**src/rtl/aes_pkg.sv**
```systemverilog
// Shared AES-128 definitions: widths, round count, FSM states, S-box and rcon.
package aes_pkg;

  localparam int KEY_W      = 128;
  localparam int NUM_ROUNDS = 10;

  typedef enum logic [0:0] {
    IDLE   = 1'b0,
    EXPAND = 1'b1
  } state_e;

  // Forward S-box; element 0 is the most significant byte of the first row.
  localparam logic [0:255][7:0] SBOX = {
    128'h637c777bf26b6fc53001672bfed7ab76,
    128'hca82c97dfa5947f0add4a2af9ca472c0,
    128'hb7fd9326363ff7cc34a5e5f171d83115,
    128'h04c723c31896059a071280e2eb27b275,
    128'h09832c1a1b6e5aa0523bd6b329e32f84,
    128'h53d100ed20fcb15b6acbbe394a4c58cf,
    128'hd0efaafb434d338545f9027f503c9fa8,
    128'h51a3408f929d38f5bcb6da2110fff3d2,
    128'hcd0c13ec5f974417c4a77e3d645d1973,
    128'h60814fdc222a908846eeb814de5e0bdb,
    128'he0323a0a4906245cc2d3ac629195e479,
    128'he7c8376d8dd54ea96c56f4ea657aae08,
    128'hba78252e1ca6b4c6e8dd741f4bbd8b8a,
    128'h703eb5664803f60e613557b986c11d9e,
    128'he1f8981169d98e949b1e87e9ce5528df,
    128'h8ca1890dbfe6426841992d0fb054bb16
  };

  function automatic logic [7:0] sub_byte(input logic [7:0] b);
    return SBOX[b];
  endfunction

  // count 0..9 selects the round constant for expansion rounds 1..10.
  function automatic logic [7:0] rcon(input logic [3:0] count);
    logic [7:0] rc;
    case (count)
      4'd0:    rc = 8'h01;
      4'd1:    rc = 8'h02;
      4'd2:    rc = 8'h04;
      4'd3:    rc = 8'h08;
      4'd4:    rc = 8'h10;
      4'd5:    rc = 8'h20;
      4'd6:    rc = 8'h40;
      4'd7:    rc = 8'h80;
      4'd8:    rc = 8'h1b;
      4'd9:    rc = 8'h36;
      default: rc = 8'h00;
    endcase
    return rc;
  endfunction

endpackage

```
**src/rtl/key_expansion.sv**
```systemverilog
// One combinational AES-128 key expansion round: previous round key -> next.
module key_expansion
  import aes_pkg::*;
(
  input  logic [KEY_W-1:0] key_in,
  input  logic [3:0]       count,
  output logic [KEY_W-1:0] key_out
);

  logic [31:0] w0, w1, w2, w3;
  logic [31:0] rot, sub, temp;
  logic [31:0] n0, n1, n2, n3;

  // RotWord, SubWord and rcon on the last word, then the chained XORs.
  always_comb begin
    w0   = key_in[127:96];
    w1   = key_in[95:64];
    w2   = key_in[63:32];
    w3   = key_in[31:0];
    rot  = {w3[23:0], w3[31:24]};
    sub  = {sub_byte(rot[31:24]), sub_byte(rot[23:16]),
            sub_byte(rot[15:8]),  sub_byte(rot[7:0])};
    temp = sub ^ {rcon(count), 24'h000000};
    n0   = w0 ^ temp;
    n1   = w1 ^ n0;
    n2   = w2 ^ n1;
    n3   = w3 ^ n2;
    key_out = {n0, n1, n2, n3};
  end

endmodule

```
**src/rtl/key_schedule_ctrl.sv**
```systemverilog
// AES-128 key schedule sequencer: expands one round per clock into an
// 11-entry key bank, read through a registered random-access port.
//
// state  | meaning
// -------+-----------------------------------------------------------
// IDLE   | waiting for start; bank holds last schedule (if keys_valid)
// EXPAND | one round key generated and written per cycle (rounds 1..10)
module key_schedule_ctrl
  import aes_pkg::*;
#(
  parameter int NUM_ROUNDS = aes_pkg::NUM_ROUNDS
) (
  input  logic             clk,
  input  logic             rst,
  input  logic             start,
  input  logic [KEY_W-1:0] key_in,
  output logic             busy,
  output logic             done,
  output logic             keys_valid,
  input  logic [3:0]       rd_idx,
  output logic [KEY_W-1:0] rd_key
);

  localparam logic [0:0] ST_IDLE   = IDLE;
  localparam logic [0:0] ST_EXPAND = EXPAND;
  localparam logic [3:0] LAST_RND  = 4'(NUM_ROUNDS);

  logic [0:0]       state;
  logic [3:0]       round_cnt;
  logic [KEY_W-1:0] work;
  logic             done_r;
  logic             valid_r;

  logic [KEY_W-1:0] bank [0:NUM_ROUNDS];

  logic [KEY_W-1:0] exp_out;
  logic [3:0]       exp_count;

  logic             wr_en;
  logic [3:0]       wr_addr;
  logic [KEY_W-1:0] wr_data;
  logic [KEY_W-1:0] rd_mux;

  assign exp_count = round_cnt - 4'd1;

  key_expansion u_key_expansion (
    .key_in  (work),
    .count   (exp_count),
    .key_out (exp_out)
  );

  // Sequencer: accept start in IDLE, walk the round counter 1..10 in EXPAND.
  always_ff @(posedge clk) begin
    if (rst) begin
      state     <= ST_IDLE;
      round_cnt <= 4'd0;
      done_r    <= 1'b0;
      valid_r   <= 1'b0;
    end else begin
      done_r <= 1'b0;
      case (state)
        ST_IDLE: begin
          if (start) begin
            state     <= ST_EXPAND;
            round_cnt <= 4'd1;
            valid_r   <= 1'b0;
          end
        end
        ST_EXPAND: begin
          if (round_cnt == LAST_RND) begin
            // Counter parks at the last round rather than running past it.
            state   <= ST_IDLE;
            done_r  <= 1'b1;
            valid_r <= 1'b1;
          end else begin
            round_cnt <= round_cnt + 4'd1;
          end
        end
        default: state <= ST_IDLE;
      endcase
    end
  end

  // Working register feeds the single time-multiplexed expansion round.
  always_ff @(posedge clk) begin
    if (!rst) begin
      if (state == ST_IDLE && start) begin
        work <= key_in;
      end else if (state == ST_EXPAND) begin
        work <= exp_out;
      end
    end
  end

  // Bank write port: key_in to entry 0 on accept, round result during EXPAND.
  always_comb begin
    wr_en   = 1'b0;
    wr_addr = 4'd0;
    wr_data = exp_out;
    if (!rst) begin
      if (state == ST_IDLE && start) begin
        wr_en   = 1'b1;
        wr_addr = 4'd0;
        wr_data = key_in;
      end else if (state == ST_EXPAND) begin
        wr_en   = 1'b1;
        wr_addr = round_cnt;
      end
    end
  end

  // Bank storage is deliberately not reset; keys_valid qualifies its contents.
  always_ff @(posedge clk) begin
    for (int i = 0; i <= NUM_ROUNDS; i++) begin
      if (wr_en && wr_addr == 4'(i)) begin
        bank[i] <= wr_data;
      end
    end
  end

  // Read decode: indices beyond the last round read as zero.
  always_comb begin
    rd_mux = '0;
    for (int i = 0; i <= NUM_ROUNDS; i++) begin
      if (rd_idx == 4'(i)) begin
        rd_mux = bank[i];
      end
    end
  end

  // Registered read port, independent of FSM state.
  always_ff @(posedge clk) begin
    if (rst) begin
      rd_key <= '0;
    end else begin
      rd_key <= rd_mux;
    end
  end

  assign busy       = (state == ST_EXPAND);
  assign done       = done_r;
  assign keys_valid = valid_r;

endmodule
```
**config.mk**
```make
export PLATFORM = sky130hd
export DESIGN_NAME = key_schedule_ctrl
export DESIGN_NICKNAME = d
export VERILOG_FILES = /design/src/rtl/aes_pkg.sv /design/src/rtl/key_expansion.sv /design/src/rtl/key_schedule_ctrl.sv
export SDC_FILE = /design/constraint.sdc
export NUM_CORES = 2
export LEC_CHECK = 0
export ABC_CLOCK_PERIOD_IN_PS = 14100
export CORE_MARGIN = 1.5
export CORE_UTILIZATION = 35
export CTS_BUF_LIST = sky130_fd_sc_hd__clkbuf_16
export DETAILED_ROUTE_END_ITERATION = 10
export GPL_TIMING_DRIVEN = 0
export PLACE_DENSITY = 0.48
export SLEW_MARGIN = 20
export SYNTH_ARGS = -nofsm -noshare
export SYNTH_HDL_FRONTEND = slang
export SYNTH_HIERARCHICAL = 1
export SYNTH_SLANG_ARGS = --single-unit
```
**constraint.sdc**
```tcl
create_clock -name clk -period 14.1 [get_ports clk]
set_input_delay 1.41 -clock clk [delete_from_list [all_inputs] [get_ports clk]]
set_output_delay 1.41 -clock clk [all_outputs]
set_load 0.005 [all_outputs]
```
=== After elaboration in Yosys (flattened, before gate mapping) ===
Memories as Yosys holds them, arrays and structs flattened.
Index checks and enable logic that the tools add are counted.
W data, S select, Z words.

* $add $sub $neg: 2
* $lt $le $gt $ge: 4
* Equal/unequal tests: 24
* Muxes and demuxes: 91
* Bitwise operators: 11
* Reductions and logical operators: 29

{| class="wikitable"
|+ Operators with widths
! kind !! count
|-
| $mux W128 || 25
|-
| $reduce_or A128 Y1 || 10
|-
| $xor A32 B32 Y32 || 5
|-
| $mux W8 || 8
|-
| $mux W4 || 15
|-
| $mux W1 || 40
|-
| $ge A9 B9 Y1 const B || 4
|-
| $not A8 Y9 || 4
|-
| $eq A4 B3 Y1 const B || 8
|-
| $eq A4 B4 Y1 const B || 7
|-
| $eq A4 B2 Y1 const B || 4
|-
| $logic_and A1 B1 Y1 || 12
|-
| $eq A4 B1 Y1 const B || 2
|-
| $logic_not A4 Y1 || 2
|-
| $pmux W4 S2 || 1
|-
| $reduce_and A2 Y1 || 3
|-
| $add A4 B1 Y4 const B || 1
|-
| $ne A2 B2 Y1 const B || 2
|-
| $pmux W1 S2 || 2
|-
| $sub A4 B1 Y4 const B || 1
|-
| $ne A2 B1 Y1 const B || 1
|-
| $not A1 Y1 || 2
|-
| $reduce_bool A2 Y1 || 1
|-
| $reduce_or A2 Y1 || 1
|}

* Bits in registers: 263
* RAM bits: 1408
* Bits in read-only memories: 8320
* Output and inout port bits: 131
* Memories kept: 6

{| class="wikitable"
|+ Memories
! name !! words !! width !! rd ports !! clocked after memory_dff !! write ports !! line !! source
|-
| (name not given) || 256 || 8 || 1 || 0 || 0 || aes_pkg.sv:33 || <nowiki>return SBOX[b];</nowiki>
|-
| (name not given) || 256 || 8 || 1 || 0 || 0 || aes_pkg.sv:33 ||
|-
| (name not given) || 256 || 8 || 1 || 0 || 0 || aes_pkg.sv:33 ||
|-
| (name not given) || 256 || 8 || 1 || 0 || 0 || aes_pkg.sv:33 ||
|-
| bank || 11 || 128 || 11 || 0 || 1 || key_schedule_ctrl.sv:34 || <nowiki>logic [KEY_W-1:0] bank [0:NUM_ROUNDS];</nowiki>
|-
| (name not given) || 16 || 8 || 1 || 0 || 0 || aes_pkg.sv:39 || <nowiki>case (count)</nowiki>
|}

=== Longest topological paths before layout ===
* Depth after elaboration: 21
* Gate-level depth with buffers: 15
* Depth with buffers taken out: 12

=== Hierarchy ===
Netlist, hierarchy kept.

{| class="wikitable"
|+ By module, submodules not included
! module !! instances !! cells each !! area an instance (µm²)
|-
| key_schedule_ctrl || 1 || 4085 || 65753.1
|-
| key_expansion || 1 || 2410 || 16189.3
|}

=== Worst setup path after synthesis ===
Ideal clock, no wire load.

* Kind: input port to flip-flop
* Start: input port rst
* End: memory bank[4][0], enable pin
* Arrival time: 10384 ps
* Data required time: 13329 ps
* Path slack: 2945 ps
* Cell stages on the path: 3
* Path through: nor2b_1 -> nand3b_1 -> nor3_1

* Word-level cells in the longest chain between the ends: 16
* Elaborated cells on any way between the ends: 76

{| class="wikitable"
|+ Ends and longest elaborated chain
! item !! line !! source
|-
| start: declaration || key_schedule_ctrl.sv:14 || <nowiki>input logic rst,</nowiki>
|-
| $mux W4 || key_schedule_ctrl.sv:100 || <nowiki>if (!rst) begin</nowiki>
|-
| $eq A4 B1 Y1 || key_schedule_ctrl.sv:115 || <nowiki>if (wr_en && wr_addr == 4'(i)) begin</nowiki>
|-
| $logic_and A1 B1 Y1 || key_schedule_ctrl.sv:115 ||
|-
| $mux W1 || key_schedule_ctrl.sv:115 ||
|-
| $mux W1 (not written as such) || key_schedule_ctrl.sv:116 || <nowiki>bank[i] <= wr_data;</nowiki>
|-
| $reduce_or A128 Y1 (no source line) || - ||
|-
| $mux W4 (no source line) or $mux W1 (tied branches) (10 in a row) || - ||
|-
| end: declaration || key_schedule_ctrl.sv:34 ||
|}

Parallel ways exist; a longest one is shown, timed or not.

=== Worst setup path in the final report ===
* Start: register work[1]
* End: memory bank[2][8], data pin

* Word-level cells in the longest chain between the ends: 21

{| class="wikitable"
|+ Ends and longest elaborated chain
! item !! line !! source
|-
| start: declaration || key_schedule_ctrl.sv:30 || <nowiki>logic [KEY_W-1:0] work;</nowiki>
|-
| start signal: assignment || key_schedule_ctrl.sv:88 || <nowiki>work <= key_in;</nowiki>
|-
| start signal: assignment || key_schedule_ctrl.sv:90 || <nowiki>work <= exp_out;</nowiki>
|-
| $not A8 Y9 (not written as such) (*) || aes_pkg.sv:33 ||
|-
| $mem_v2 Z256 W8 (*) || - ||
|-
| $mux W8 (not written as such) (*) (2 in a row) || aes_pkg.sv:33 ||
|-
| $xor A32 B32 Y32 (*) || key_expansion.sv:23 || <nowiki>temp = sub ^ {rcon(count), 24'h000000};</nowiki>
|-
| $xor A32 B32 Y32 (*) || key_expansion.sv:24 || <nowiki>n0 = w0 ^ temp;</nowiki>
|-
| $xor A32 B32 Y32 (*) || key_expansion.sv:25 || <nowiki>n1 = w1 ^ n0;</nowiki>
|-
| $xor A32 B32 Y32 (*) || key_expansion.sv:26 || <nowiki>n2 = w2 ^ n1;</nowiki>
|-
| $xor A32 B32 Y32 (*) || key_expansion.sv:27 || <nowiki>n3 = w3 ^ n2;</nowiki>
|-
| net exp_out[8] || key_schedule_ctrl.sv:36 || <nowiki>logic [KEY_W-1:0] exp_out;</nowiki>
|-
| $mux W128 || key_schedule_ctrl.sv:101 || <nowiki>if (state == ST_IDLE && start) begin</nowiki>
|-
| $mux W128 (*) || key_schedule_ctrl.sv:100 ||
|-
| net wr_data[8] || key_schedule_ctrl.sv:41 || <nowiki>logic [KEY_W-1:0] wr_data;</nowiki>
|-
| $mux W128 (no source line) (9 in a row) || - ||
|-
| $mux W128 (no source line) (*) || - ||
|}

Mark *: on every way through the listed nets, which the timed path passes. The rest lies on a longest branch. The select of a mux whose other input is x is not followed.

==> flow_summary.json <==
{
  "synthFlopType": "edfxtp_1",
  "cts-buffers-inserted": 165,
  "cts_tree": "done",
  "overflow": 0,
  "coreArea_sq_um": 233000,
  "die_area_sq_um": 237000,
  "via_count": 64104,
  "outcome": "finished clean",
  "synth_xor_area_share_pct": 2.82,
  "placed_cells": 10012,
  "placed_cell_area_sq_um": 90800,
  "post-cts-setup-buffers": 0,
  "fill_cells": 22028,
  "fin_area_sq_um": 95900,
  "track_usage_pct": 33.5,
  "synth.top_cells.by_count": "edfxtp_1 (1536), a21oi_1 (531), nor2_1 (366)",
  "grt_max_degree": 90,
  "hold_buffers": 0,
  "worst_pin_slew_ns": 1.34,
  "wirelength_mm": 405,
  "rsz0062_at_grt": "false",
  "clk_pin_slew_ns": 0.06,
  "async_flop_share_pct": 0,
  "drc": 0,
  "syn_area_sq_um": 81900,
  "ys_ff_latch": 1671,
  "ys_warn_count": 6,
  "syn_inst": 6495,
  "hold_ws_ns": 0.541,
  "die_h_um": 487,
  "report.final.setup_viol": 0,
  "fin_crit_sh_pct": 54.3,
  "dpl.hpwl_mm": 301,
  "clockBufferDepth": 3,
  "drt_iter0_markers": 7993,
  "synth_compound_area_share_pct": 16.8,
  "setup_slack_ns": 6.45,
  "slew_headroom_pct": 10.1,
  "io_buffers": 264,
  "worstPathArrival_ns": 8.15,
  "initial_core_util_pct": 35.2,
  "instances_no_fill": 10339,
  "drive_above_1_share_pct": 16.4,
  "synthMuxAreaShare_pct": 7.79,
  "drv_cap": 0,
  "syn_to_final_growth_pct": 17.0,
  "cp-start-kind": "flop",
  "cp_max_fo": 14,
  "cts_max_level": 4,
  "worstPathRequired_ns": 14.60,
  "dr.pass1.iters": 6,
  "synthSimpleGateAreaFrac_pct": 8.10,
  "ys_seq_area_share_pct": 59.6,
  "cts.repair.resized": 0,
  "criticalPathCategory": "reg2reg",
  "pre_cts_ws_ns": 6.85,
  "yosysTopAreaCellShare_pct": 56.3,
  "end_kind": "flop",
  "hold_viol_final": 0,
  "nNetsFinal": 7245,
  "hold_class": "reg2reg",
  "wl_per_cell_um": 39.2,
  "fmax_mhz": 131,
  "syn_nets": 6691,
  "ys_top_cells_by_area": "edfxtp_1 (56%), mux2_2 (4.8%), dfxtp_1 (3.3%)",
  "synth_top_family_by_area": "compound AO/OA/AOI/OAI gates",
  "synth_cell_types": 113,
  "grt_pass1_wl_mm": 546,
  "clockRootBuffer": "clkbuf_16",
  "via_per_inst": 6.20,
  "synth_largest_area_cell": "edfxtp_1",
  "grt_pass1_vias": 61910,
  "syn_area_per_cell_sq_um": 12.6,
  "synthAdderAreaFrac_pct": 0.941,
  "cts_sinks": 1671,
  "antenna_left": 0,
  "rows": 177,
  "slew_violations": 0,
  "clock_skew_ns": 0.0340,
  "antenna_found_initial": 44,
  "routabilityCongestion": 1.02,
  "min_period_ns": 7.65,
  "synth_most_common_cell": "edfxtp_1",
  "die_x_um": 487,
  "synth-edff-count": 1536,
  "io-pin-count": 266,
  "clock_latency_ns": 0.81
}
kinds of logic (layout without fill, tap and decap cells):
group | after synthesis | count (layout)
xor+xnor | 219 | 219
compound gates | 2053 | 2053
mux | 527 | 527
simple gates | 1300 | 1300
buf+inv | 664 | 1360
fa+ha+maj | 61 | 61
other cells | 0 | 16
flops | 1671 | 1671
state kept, by name, summed over array words and instances, names as in the netlist:
register,count
work,128
round_cnt,4
rd_key,128
keys_valid,1
done,1
bank,1408
busy,1
layout by cell type, fill, tap and decap left out, types with 60 or more instances in the layout:
master / count
clkbuf_1: 249
nor2b_1: 128
nand2b_1: 137
mux2i_1: 125
ha_1: 60
inv_1: 125
nand3_1: 66
clkdlybuf4s50_1: 264
buf_2: 213
o21ai_0: 307
clkbuf_16: 173
mux2_2: 348
a211oi_1: 116
a21oi_1: 530
xnor2_1: 134
nand2_1: 217
a22oi_1: 190
a31oi_1: 113
edfxtp_1: 1536
dfxtp_1: 135
nor3_1: 134
o22ai_1: 104
nor2_1: 357
buf_4: 95
worst paths after layout:
check / cells past startpoint / slack [ns] / end / start
worst max register to register: 14 / 6.45 / bank[2][8]$_DFFE_PP_ / work[1]$_DFFE_PP_
worst min register to register: 2 / 0.54 / rd_key[44]$_SDFF_PP0_ / bank[9][44]$_DFFE_PP_
worst max-delay path: 14 / 6.45 / bank[2][8]$_DFFE_PP_ / work[1]$_DFFE_PP_
worst min-delay path: 2 / 0.54 / rd_key[44]$_SDFF_PP0_ / bank[9][44]$_DFFE_PP_
per-layer routing:
layer | GRT usage, % | part of all wire (%)
met1 | 45.4 | 42
met2 | 52.7 | 45
met3 | 4.08 | 6.8
met4 | 17.3 | 6.1
met5 | 0 | 0.0079
cell type report:
class | count | area, sq um | area share [%]
flip-flops and latches | 1671 | 48800 | 50.9
multi-input cells | 4160 | 30100 | 31.3
repair buffers | 387 | 4800 | 5.01
clock buffers | 173 | 4330 | 4.51
well taps | 3132 | 3920 | 4.09
plain buffers | 585 | 2940 | 3.06
clock inverters | 136 | 687 | 0.716
inverters | 79 | 304 | 0.317
diodes | 16 | 40.0 | 0.0417
stage by stage:
step | setup TNS (ns) | utilization (%)
after floorplan | 0 | -
after global placement | -2784.60 | 38.0
after detailed placement | 0 | 39.0
after CTS | 0 | 41.2
after global routing | 0 | 41.2
final | 0 | 41.2
critical path, cell delays in order, from the launching register on:
cell and delay, ns:
edfxtp_1 1.00, clkbuf_1 0.66, clkbuf_2 0.62, inv_1 0.39
ha_1 0.39, clkbuf_1 0.43, clkbuf_1 0.74, and2_1 0.27
o31ai_1 0.10, o311a_1 0.18, o311ai_0 0.82, o31a_1 0.58
xnor3_1 0.44, mux2_2 0.29, mux2_2 0.38
Power is not shown: default switching activity piles up to over one toggle a cycle in this logic, so the estimate is an artifact.
